===== src/rtl/udp_packet_rx.sv =====
// rtl/udp_packet_rx.sv - UDP/IPv4/Ethernet frame receiver with payload extraction (optional UDP_RX_IP_CSUM_EN)
module udp_packet_rx #(
    parameter logic [47:0] LOCAL_MAC   = 48'h00_0A_35_01_02_03,
    parameter logic [31:0] LOCAL_IP    = 32'hC0_A8_00_62,
    parameter logic [15:0] LOCAL_PORT  = 16'd54321,
    parameter logic [15:0] MAX_PAYLOAD = 16'd1472,
    parameter logic [15:0] GAP_TIMEOUT = 16'd1000
) (
    input  logic        clk,
    input  logic        reset_n,
    input  logic [7:0]  rx_data,
    input  logic        rx_valid,
    output logic [7:0]  pl_data,
    output logic        pl_valid,
    output logic        pl_first,
    output logic        pl_last,
    output logic        pkt_ok,
    output logic        pkt_err,
    output logic [3:0]  err_code,
    output logic [31:0] src_ip,
    output logic [15:0] src_port,
    output logic [15:0] pl_len
);

    typedef enum logic [2:0] {HUNT, PREAMBLE, ETH_HDR, IP_HDR, UDP_HDR, PAYLOAD} state_t;

    state_t      state, state_nxt;
    logic [15:0] cnt, cnt_nxt;
    logic [15:0] gap_cnt, gap_nxt;
    logic [39:0] sr;
    logic        err_now, ok_now, pl_now, first_now, last_now;
    logic [3:0]  err_val;
    logic        ld_src_ip, ld_src_port, ld_len;
    logic        csum_bad;
    logic        len_bad;

    // Multi-byte fields are compared at their last byte: history bytes plus the current one.
    logic [47:0] field48;
    logic [31:0] field32;
    logic [15:0] field16;
    assign field48 = {sr, rx_data};
    assign field32 = {sr[23:0], rx_data};
    assign field16 = {sr[7:0], rx_data};
    assign len_bad = (field16 < 16'd8) || ({1'b0, field16} > (17'd8 + {1'b0, MAX_PAYLOAD}));

`ifdef UDP_RX_IP_CSUM_EN
    logic [15:0] csum, csum_nxt;
    logic [16:0] csum_add;
    assign csum_add = {1'b0, csum} + {1'b0, field16};
    assign csum_nxt = csum_add[15:0] + {15'd0, csum_add[16]};
    assign csum_bad = (csum_nxt != 16'hFFFF);

    always_ff @(posedge clk or negedge reset_n) begin
        if (!reset_n) begin
            csum <= 16'd0;
        end else if (rx_valid) begin
            if (state != IP_HDR)
                csum <= 16'd0;
            else if (cnt[0])
                csum <= csum_nxt;
        end
    end
`else
    assign csum_bad = 1'b0;
`endif

    always_comb begin
        state_nxt   = state;
        cnt_nxt     = cnt;
        gap_nxt     = gap_cnt;
        err_now     = 1'b0;
        err_val     = 4'd0;
        ok_now      = 1'b0;
        pl_now      = 1'b0;
        first_now   = 1'b0;
        last_now    = 1'b0;
        ld_src_ip   = 1'b0;
        ld_src_port = 1'b0;
        ld_len      = 1'b0;
        if (rx_valid) begin
            gap_nxt = 16'd0;
            cnt_nxt = cnt + 16'd1;
            case (state)
                HUNT: begin
                    cnt_nxt = 16'd0;
                    if (rx_data == 8'h55) begin
                        state_nxt = PREAMBLE;
                        cnt_nxt   = 16'd1;
                    end
                end
                PREAMBLE: begin
                    if (rx_data == 8'h55) begin
                        cnt_nxt = (cnt == 16'd7) ? 16'd7 : cnt + 16'd1;
                    end else if (rx_data == 8'hD5 && cnt >= 16'd5) begin
                        state_nxt = ETH_HDR;
                        cnt_nxt   = 16'd0;
                    end else begin
                        err_now = 1'b1;
                        err_val = 4'd9;
                    end
                end
                ETH_HDR: begin
                    if (cnt == 16'd5 && field48 != LOCAL_MAC && field48 != '1) begin
                        err_now = 1'b1;
                        err_val = 4'd1;
                    end else if (cnt == 16'd13) begin
                        if (field16 != 16'h0800) begin
                            err_now = 1'b1;
                            err_val = 4'd2;
                        end else begin
                            state_nxt = IP_HDR;
                            cnt_nxt   = 16'd0;
                        end
                    end
                end
                IP_HDR: begin
                    if ((cnt == 16'd0 && rx_data != 8'h45) || (cnt == 16'd9 && rx_data != 8'h11)) begin
                        err_now = 1'b1;
                        err_val = 4'd3;
                    end else if (cnt == 16'd15) begin
                        ld_src_ip = 1'b1;
                    end else if (cnt == 16'd19) begin
                        if (field32 != LOCAL_IP) begin
                            err_now = 1'b1;
                            err_val = 4'd4;
                        end else if (csum_bad) begin
                            err_now = 1'b1;
                            err_val = 4'd5;
                        end else begin
                            state_nxt = UDP_HDR;
                            cnt_nxt   = 16'd0;
                        end
                    end
                end
                UDP_HDR: begin
                    if (cnt == 16'd1) begin
                        ld_src_port = 1'b1;
                    end else if (cnt == 16'd3 && field16 != LOCAL_PORT) begin
                        err_now = 1'b1;
                        err_val = 4'd6;
                    end else if (cnt == 16'd5) begin
                        ld_len = 1'b1;
                        if (len_bad) begin
                            err_now = 1'b1;
                            err_val = 4'd7;
                        end
                    end else if (cnt == 16'd7) begin
                        cnt_nxt = 16'd0;
                        if (pl_len == 16'd0) begin
                            ok_now    = 1'b1;
                            state_nxt = HUNT;
                        end else begin
                            state_nxt = PAYLOAD;
                        end
                    end
                end
                PAYLOAD: begin
                    pl_now    = 1'b1;
                    first_now = (cnt == 16'd0);
                    if (cnt == pl_len - 16'd1) begin
                        last_now  = 1'b1;
                        ok_now    = 1'b1;
                        state_nxt = HUNT;
                        cnt_nxt   = 16'd0;
                    end
                end
                default: begin
                    state_nxt = HUNT;
                    cnt_nxt   = 16'd0;
                end
            endcase
        end else if (state != HUNT) begin
            if (gap_cnt == GAP_TIMEOUT - 16'd1) begin
                err_now = 1'b1;
                err_val = 4'd8;
            end else begin
                gap_nxt = gap_cnt + 16'd1;
            end
        end
        if (err_now) begin
            state_nxt = HUNT;
            cnt_nxt   = 16'd0;
            gap_nxt   = 16'd0;
        end
    end

    always_ff @(posedge clk or negedge reset_n) begin
        if (!reset_n) begin
            state    <= HUNT;
            cnt      <= 16'd0;
            gap_cnt  <= 16'd0;
            sr       <= 40'd0;
            pl_data  <= 8'd0;
            pl_valid <= 1'b0;
            pl_first <= 1'b0;
            pl_last  <= 1'b0;
            pkt_ok   <= 1'b0;
            pkt_err  <= 1'b0;
            err_code <= 4'd0;
            src_ip   <= 32'd0;
            src_port <= 16'd0;
            pl_len   <= 16'd0;
        end else begin
            state    <= state_nxt;
            cnt      <= cnt_nxt;
            gap_cnt  <= gap_nxt;
            pl_valid <= pl_now;
            pl_first <= first_now;
            pl_last  <= last_now;
            pkt_ok   <= ok_now;
            pkt_err  <= err_now;
            if (rx_valid)
                sr <= {sr[31:0], rx_data};
            if (pl_now)
                pl_data <= rx_data;
            if (err_now)
                err_code <= err_val;
            if (ld_src_ip)
                src_ip <= field32;
            if (ld_src_port)
                src_port <= field16;
            if (ld_len)
                pl_len <= field16 - 16'd8;
        end
    end

endmodule


===== config.mk =====
export PLATFORM = sky130hd
export DESIGN_NAME = udp_packet_rx
export DESIGN_NICKNAME = d
export VERILOG_FILES = /design/src/rtl/udp_packet_rx.sv
export SDC_FILE = /design/constraint.sdc
export NUM_CORES = 1
export LEC_CHECK = 0
export BUFFER_PORTS_ARGS = -buffer_cell sky130_fd_sc_hd__buf_2
export CORE_MARGIN = 2
export CORE_UTILIZATION = 53
export CTS_CLUSTER_SIZE = 40
export DETAILED_ROUTE_END_ITERATION = 16
export PLACE_DENSITY = 0.76
export RECOVER_POWER = 50
export SLEW_MARGIN = 20
export SYNTH_ARGS = -nofsm -noshare
export SYNTH_HDL_FRONTEND = slang
export SYNTH_SLANG_ARGS = --single-unit

===== constraint.sdc =====
create_clock -name clk -period 3.3 [get_ports clk]
set_input_delay 0.66 -clock clk [delete_from_list [all_inputs] [get_ports clk]]
set_output_delay 0.66 -clock clk [all_outputs]
set_load 0.05 [all_outputs]

-- Yosys cells after proc, flatten, opt, wreduce, memory -nomap -nowiden
Index checks and enable logic that the tools add are counted.
- add/subtract/negate cells: 4
- $mul: 0
- divide/modulo/power cells: 0
- order comparisons: 3
- eq/ne operators: 40
- shift operators: 0
- muxes and demuxes: 102
- bitwise gates (word level): 0
- reductions and logical operators: 16
- operators with widths (kind ; count):
    two-way mux 16 bit ; 21
    one-hot mux 16 bit (6 select lines) ; 1
    two-way mux 3 bit ; 26
    == test 16 x 4 -> 1 bit (second input constant) ; 3
    inequality test 3 bit (second input constant) ; 16
    inequality test 48 x 36 -> 1 bit (second input constant) ; 1
    inequality test 48 bit (second input constant) ; 1
    two-way mux 1 bit ; 42
    adder 16 x 1 -> 16 bit (second input constant) ; 2
    == test 16 x 3 -> 1 bit (second input constant) ; 2
    logical NOT 16 bit ; 2
    inequality test 32 bit (second input constant) ; 1
    two-way mux 4 bit ; 5
    one-hot mux 3 bit (6 select lines) ; 1
    == test 16 x 1 -> 1 bit (second input constant) ; 1
    == test 16 x 10 -> 1 bit (second input constant) ; 1
    == test 16 bit ; 1
    == test 16 x 2 -> 1 bit (second input constant) ; 1
    == test 16 x 5 -> 1 bit (second input constant) ; 1
    >= comparator 16 x 3 -> 1 bit (second input constant) ; 1
    > comparator 16 x 11 -> 1 bit (second input constant) ; 1
    less-than comparator 16 x 4 -> 1 bit (second input constant) ; 1
    inequality test 16 x 12 -> 1 bit (second input constant) ; 1
    inequality test 16 bit (second input constant) ; 1
    20 further kinds ; 31
- register bits: 156
- bits in latches: 0
- bits in writable memories: 0
- bits in read-only memories: 0
- bits of input ports: 11
- output and inout port bits: 81
- logic and storage cells: 179
- memories kept: 0

-- Logic depth before layout (Yosys ltp)
Gate-level depths: netlist of the first run.
- depth in word-level cells: 10
- gate-level depth with buffers: 12
- mapped depth without buffers: 11

-- Worst setup path after synthesis of the first run
OpenSTA, ideal clock, no wires.
- path kind: reg-to-reg
- start: register pl_len[2]
- end: register state[0]
- library setup time: 0.069 ns
- arrival: 3.330 ns
- data required time: 3.231 ns
- setup slack: -0.099 ns
- cell stages (with the launch flop): 12
- path buffers: 2
- clock period less this slack: 3.399 ns
- path through: dfrtp_1 buf_6 or4_4 buf_6 o21ai_2 nand3_1 or4_1 or3_1 o211ai_2 nand2_2 or4_1 nand3_1
- cells in the longest elaborated chain, start to end: 9
- elaborated cells on any way between the ends: 13
- those cells by class: add/sub (1); eq/ne (2); mux (8); reduce/logical (2)
- ends and longest elaborated chain (element ; line ; source):
    start, declared ; 22 ; output logic [15:0] pl_len
    start signal, assigned ; 223 ; pl_len <= field16 - 16'd8;
    branches (longest 9 deep; another with subtractor 16 x 1 -> 16 bit) ; n/a ;
    end signal, assigned ; 204 ; state <= state_nxt;
    end, declared ; 27 ; state_t state, state_nxt;
Parallel ways; which one is timed is not known. The select of a mux whose other input is x is not followed.
A chain may end at the register's enable or synchronous reset.

-- Worst setup path in the final report of the first run
- start: register sr[5]
- end: register cnt[14]
- cells in the longest elaborated chain, start to end: 9
- elaborated cells on any way between the ends: 37
- those cells by class: order compare (2); eq/ne (5); mux (25); reduce/logical (5)
- ends and longest elaborated chain (element ; line ; source):
    start, declared ; 30 ; logic [39:0] sr;
    start signal, assigned ; 213 ; sr <= {sr[31:0], rx_data};
    less-than comparator 16 x 4 -> 1 bit or > comparator 16 x 11 -> 1 bit (tied branches) ; 44 ; assign len_bad = (field16 < 16'd8) || ({1'b0, field16} > (17'd8 + {1'b0, MAX_PAYLOAD}));
    logical OR 1 bit ; 44 ;
    two-way mux 1 bit ; 143 ; if (len_bad) begin
    two-way mux 1 bit ; 141 ; end else if (cnt == 16'd5) begin
    two-way mux 1 bit ; 138 ; end else if (cnt == 16'd3 && field16 != LOCAL_PORT) begin
    two-way mux 1 bit ; 136 ; if (cnt == 16'd1) begin
    one-hot mux 1 bit (4 select lines) ; 83 ; case (state)
    two-way mux 1 bit ; 80 ; if (rx_valid) begin
    two-way mux 16 bit or nonzero test 2 bit (tied branches) ; n/a ;
    end signal, assigned ; 205 ; cnt <= cnt_nxt;
    end, declared ; 28 ; logic [15:0] cnt, cnt_nxt;
Several ways; a longest one is shown, not always the timed one. The select of a mux whose other input is x is not followed.

==> reports/results.ini, run 1 <==
[pwr]
seq_power_share_pct=35.6
comb_power_share_pct=37.4
vdd.ir_drop.worst_mv=0.635
p_total_mw=7.22
power.share.clock_pct=27.0
swShare_pct=41.7
p_int_mw=4.21
p_leak_nw=4.45
p_per_area_nw_per_um2=762
p_switching_mw=3.01

[cts]
htree_levels=4
numCtsBuffers=17
cts_root_buffer=clkbuf_16
worstSkewPairLatency_ps=440
post_cts_buffers=0
clk_pin_slew_ps=70
cts_tree=yes
holdBufCountCts=0
clock_sinks=156
clockBufferDepth=2
cts_resized=0

[synth]
yosysMostFrequentCell=dfrtp_1
yosys.area.top_type=dfrtp_1
ys_top_cells_by_area=dfrtp_1 (49%), mux2_2 (13%), nand2_1 (3.8%)
postSynthAreaPerCell_sq_um=10.3
async_reset_ff_share_pct=100
synth_area_sq_um=7930
ys_types=61
synthFlopType=dfrtp_1
yosys_warnings=0
seq_area_frac_synth_pct=49.2
synth_edf_count=0
synth_top_area_share_pct=49.2
ys_ff_latch=156
synth_common_cells=dfrtp_1 (156), mux2_2 (89), nand2_1 (80)
synthCells=772
synth_fp_nets=790

[setup_path]
cp_max_fo=24
reg2reg_depth=10
required_ps=3640
arrival_ps=3530
crit_path_start_kind=flip-flop
path_class=reg -> reg
endpoint_kind=flip-flop
reg2reg_slack_ps=110

[floorplanning]
dieArea_sq_um=16000
initial_core_util_pct=54.4
fp.dieH_um=126
core_region_area_sq_um=14600
boundaryPins=92
die_w_um=126
rows=44

[timing]
fin_ws_ps=108
clock.fmax_mhz=313
maxSlewViolCount=135
maxSlewHeadroom_pct=-51.4
tightestPinTransition_ps=2270
setup_violations=0
fin_crit_sh_pct=96.7
clock-skew-final_ps=14.5
rsz0062_at_grt=no
setup_tns_ps=0
whs_ps=480
fin_crit_ps=3190
finalHoldViolCount=0

[finish]
drive_gt1_share_pct=32.0
fin_util_pct=64.9
layout.nets=911
syn_to_final_growth_pct=19.5
fillers=1146
antennaDiodeCount=0

[routing]
vias=6614
dr.pass1.iters=5
drt-vias-per-instance=6.07
drt_drc_violations_left=0
wl_per_cell_um=18.8
drt_iter0_markers=641
ant_nets=0
wirelength_mm=20.5

[global_route]
grtUsageTotal_pct=26.3
overflow=0
grt_pass1_wl_mm=33.5
antenna_found_initial=1
grt_max_degree=94
grt_pass1_vias=6455

[place]
portBuffers=91
place_ws_ps=-189
gp_congestion=0.953
dp_hpwl_mm=14.0

[worst_hold_path]
hold_path.class=reg -> reg
holdPathStages=2

[status]
outcome=finished with violations
violations=max-capacitance violations, max-slew violations

[flow_run]
maxCapViolCount=2

## power groups by stage
| stage | sequential (mW) | combinational, mW | clock [mW] |
|---|---|---|---|
| 5_1_grt | 2.62 | 2.90 | 2.08 |
| 3_5_place_dp | 2.60 | 2.66 | 0 |
| 6_report | 2.57 | 2.70 | 1.95 |
| 2_1_floorplan | 3.19 | 1.28 | 0 |
| 4_1_cts | 2.57 | 2.68 | 1.98 |
| 3_3_place_gp | 2.58 | 2.62 | 0 |
## routing by layer
| layer | vias up | routed length, um | track usage [%] |
|---|---|---|---|
| li1 | 3066 | - | - |
| met1 | 3222 | 8940 | 35.7 |
| met2 | 262 | 9710 | 42.3 |
| met3 | 62 | 1130 | 4.98 |
| met4 | 2 | 662 | 10.3 |
| met5 | - | 17 | 0 |
## worst max-delay path, cell delays in order, from the launching register on
cell and delay [ps]:
dfrtp_1 420, or4_4 580, nand3b_1 210, or4_1 600, nand4b_1 140, o21ai_2 70
o31a_1 310, a211oi_4 280, buf_12 190, a41oi_1 120, a31oi_1 180
## final timing paths
kind / start / endpoint
worst min register to register: pl_data[0] / pl_data[0]
worst min-delay path: pl_data[0] / pl_data[0]
worst max-delay path: sr[5] / cnt[14]
min in group asynchronous: reset_n / gap_cnt[9]
max in group asynchronous: reset_n / src_ip[21]
worst max register to register: sr[5] / cnt[14]
## cell usage in the layout, fill, tap and decap left out, types with 7 or more instances in the layout
master / n
ha_1: 7
nor4_1: 20
mux2_2: 89
a21oi_1: 18
o21ai_0: 56
or3_1: 8
nand2b_1: 12
dfrtp_1: 153
nor3_1: 16
clkbuf_16: 17
nand3_1: 24
or4_1: 11
xnor2_1: 19
xor2_1: 13
buf_2: 89
nor2_1: 39
inv_1: 16
nand4_1: 21
and3_1: 18
a31oi_1: 17
nand2_1: 80
buf_4: 53
## sequential cells by signal (all words and copies together), names as in the netlist
name      count
src_port     16
cnt          16
src_ip       32
pl_valid      1
pkt_err       1
gap_cnt      16
pl_data       8
pkt_ok        1
sr           40
pl_len       16
pl_first      1
err_code      4
state         3
pl_last       1
## area by class of cell
class	count	area, sq um	share of cell area, %
Sequential cell	156	3910	41.2
Multi-Input combinational cell	552	3790	40.0
Timing Repair Buffer	149	891	9.40
Clock buffer	17	425	4.49
Tap cell	184	230	2.43
Clock inverter	15	166	1.76
Inverter	17	63.8	0.673
## cells by family after synthesis
group,share of synthesized area (%)
AND/OR/NAND/NOR,19.7
flip-flops,49.2
AO/OA/AOI/OAI,10.3
multiplexers,12.8
buffers and inverters,3.39
XOR/XNOR,3.53
adder cells (fa/ha/maj),1.10
## through the flow
step | std cells | area, sq um
final | 1090 | 9480
after CTS | 1090 | 9490
after global placement | 1058 | 8900
after detailed placement | 1058 | 8900
after floorplan | 772 | 7960
after global routing | 1090 | 9480
Power figures use the tool's default switching activity.
==> inputs of run 2 (changes only) <==
--- a/config.mk
+++ b/config.mk
@@ -6,12 +6,13 @@
 export NUM_CORES = 1
 export LEC_CHECK = 0
 export BUFFER_PORTS_ARGS = -buffer_cell sky130_fd_sc_hd__buf_2
-export CORE_MARGIN = 2
+export CORE_MARGIN = 5
 export CORE_UTILIZATION = 53
 export CTS_CLUSTER_SIZE = 40
 export DETAILED_ROUTE_END_ITERATION = 16
 export PLACE_DENSITY = 0.76
 export RECOVER_POWER = 50
+export REMOVE_ABC_BUFFERS = 1
 export SLEW_MARGIN = 20
 export SYNTH_ARGS = -nofsm -noshare
 export SYNTH_HDL_FRONTEND = slang
==> run 2 against run 1 <==
The flow still finishes with violations (max-capacitance violations, max-slew violations). Core utilization about the same. Sequential share of layout area about the same. Flip-flop and latch count stayed put. Die area grew 9.7%. Combinational power is essentially flat. Clock skew down 1.5 ps. Clock power increased by 3%. Register-to-register slack barely moved. Sequential power hardly changed. Non-clock buffer count decreased by 1. Cell area is essentially flat. Critical endpoint is now state[2].
==> reports/results.ini, run 2 (synthesis results as in run 1) <==
[cts]
clk_pin_slew_ps=70
clock_sinks=156
post_cts_buffers=0
htree_levels=4
clockBufferDepth=2
cts_resized=0
holdBufCountCts=0
worstSkewPairLatency_ps=430
cts_root_buffer=clkbuf_16
cts_tree=yes
numCtsBuffers=17

[floorplanning]
core_region_area_sq_um=14600
rows=44
initial_core_util_pct=54.4
fp.dieH_um=132
boundaryPins=92
dieArea_sq_um=17500
die_w_um=132

[pwr]
vdd.ir_drop.worst_mv=0.672
power.share.clock_pct=27.7
seq_power_share_pct=35.3
p_per_area_nw_per_um2=766
p_int_mw=4.35
comb_power_share_pct=37.0
swShare_pct=40.1
p_leak_nw=4.47
p_switching_mw=2.91

[worst_hold_path]
holdPathStages=2
hold_start=pl_data[2]
hold_path.class=reg -> reg

[setup_path]
arrival_ps=3490
crit_path_start_kind=flip-flop
cp_max_fo=9
path_class=reg -> reg
cp-startpoint=pl_len[3]
timing.rr.start=pl_len[3]
required_ps=3600
reg2reg_depth=10
endpoint_kind=flip-flop

[timing]
clock.fmax_mhz=313
maxSlewHeadroom_pct=-31.0
setup_violations=0
fin_crit_ps=3190
rsz0062_at_grt=no
clock-skew-final_ps=13.0
finalHoldViolCount=0
maxSlewViolCount=36
tightestPinTransition_ps=1970
fin_crit_sh_pct=96.8

[routing]
vias=6588
ant_nets=0
drt-vias-per-instance=6.05
drt_drc_violations_left=0
wirelength_mm=19.9
wl_per_cell_um=18.3
drt_iter0_markers=569
dr.pass1.iters=5

[place]
place_inst=1057
dp_hpwl_mm=14.1
portBuffers=91
gp_congestion=0.898

[finish]
final_cells=1089
antennaDiodeCount=0
top_register=sr
final_cell_mix=dfrtp_1 (156), mux2_2 (89), buf_2 (89), nand2_1 (80), o21ai_0 (56)
largest_register_ffs=40
syn_to_final_growth_pct=19.4
fin_util_pct=64.9
drive_gt1_share_pct=31.3
final_common_cell=dfrtp_1
layout.nets=910
reg_top3=sr (40), src_ip (32)

[global_route]
grt_max_degree=85
grt_pass1_wl_mm=33.3
antenna_found_initial=0
grt_pass1_vias=6520
grtUsageTotal_pct=23.1
overflow=0

[flow_run]
maxCapViolCount=1

[status]
violations=max-capacitance violations, max-slew violations
outcome=finished with violations

==> run 2: cell count changes in the layout (fill, tap and decap cells not counted), moves of 2 or more <==
cell / before / now
clkinv_8: 3 / 0
dfrtp_1: 153 / 156
dfrtp_2: 3 / 0
bufinv_16: 0 / 2
clkbuf_1: 4 / 2
clkinvlp_4: 2 / 0
==> run 2: path summary, 6_finish.rpt <==
path,slack (ps),endpoint
max in group asynchronous,730,sr[12]
min in group asynchronous,780,pl_len[4]
max reg2reg,110,state[2]
max,110,state[2]
min reg2reg,480,pl_data[2]
min,480,pl_data[2]
==> run 2: metal layers <==
metal / GRT usage (%) / routed length (um)
met3: 5.04 / 1060
met2: 37.7 / 9550
met5: 0 / 0
met1: 30.9 / 8940
met4: 7.24 / 402
==> run 2: layout make-up <==
cell class              count  area (sq um)
clock inverters            14           169
multi-input cells         552          3760
flip-flops and latches    156          3900
fillers                  1124          5120
repair buffers            148           901
well taps                 184           230
inverters                  17          63.8
clock buffers              18           439
==> run 2: power groups by stage <==
stage | Clock [mW] | Sequential (mW) | Combinational, mW
4_1_cts | 2.04 | 2.56 | 2.68
5_1_grt | 2.12 | 2.61 | 2.89
2_1_floorplan | 0 | 3.24 | 1.13
6_report | 2.01 | 2.56 | 2.69
3_5_place_dp | 0 | 2.59 | 2.67
3_3_place_gp | 0 | 2.57 | 2.63
==> run 2: metrics by stage <==
stage | total power, mW | hold slack (ps) | instance area (sq um) | setup slack (ps) | TNS [ps]
final | 7.26 | 476 | 9470 | 105 | 0
after global routing | 7.62 | 495 | 9470 | 18.6 | 0
after CTS | 7.28 | 119 | 9490 | 149 | 0
after detailed placement | 5.26 | 458 | 8880 | -177 | -1830
after global placement | 5.20 | 456 | 8880 | -138 | -1110
after floorplan | 4.37 | 364 | 7730 | -135 | -3000
==> run 2: critical path: stages, from the launching register on <==
cell and delay, ps:
dfrtp_1 390, or4_4 610, o21ai_2 150, nand3_1 70, or4_1 570, or3_1 390
o211ai_2 280, nand2_2 90, buf_4 150, nor4_1 260, nor3_1 100
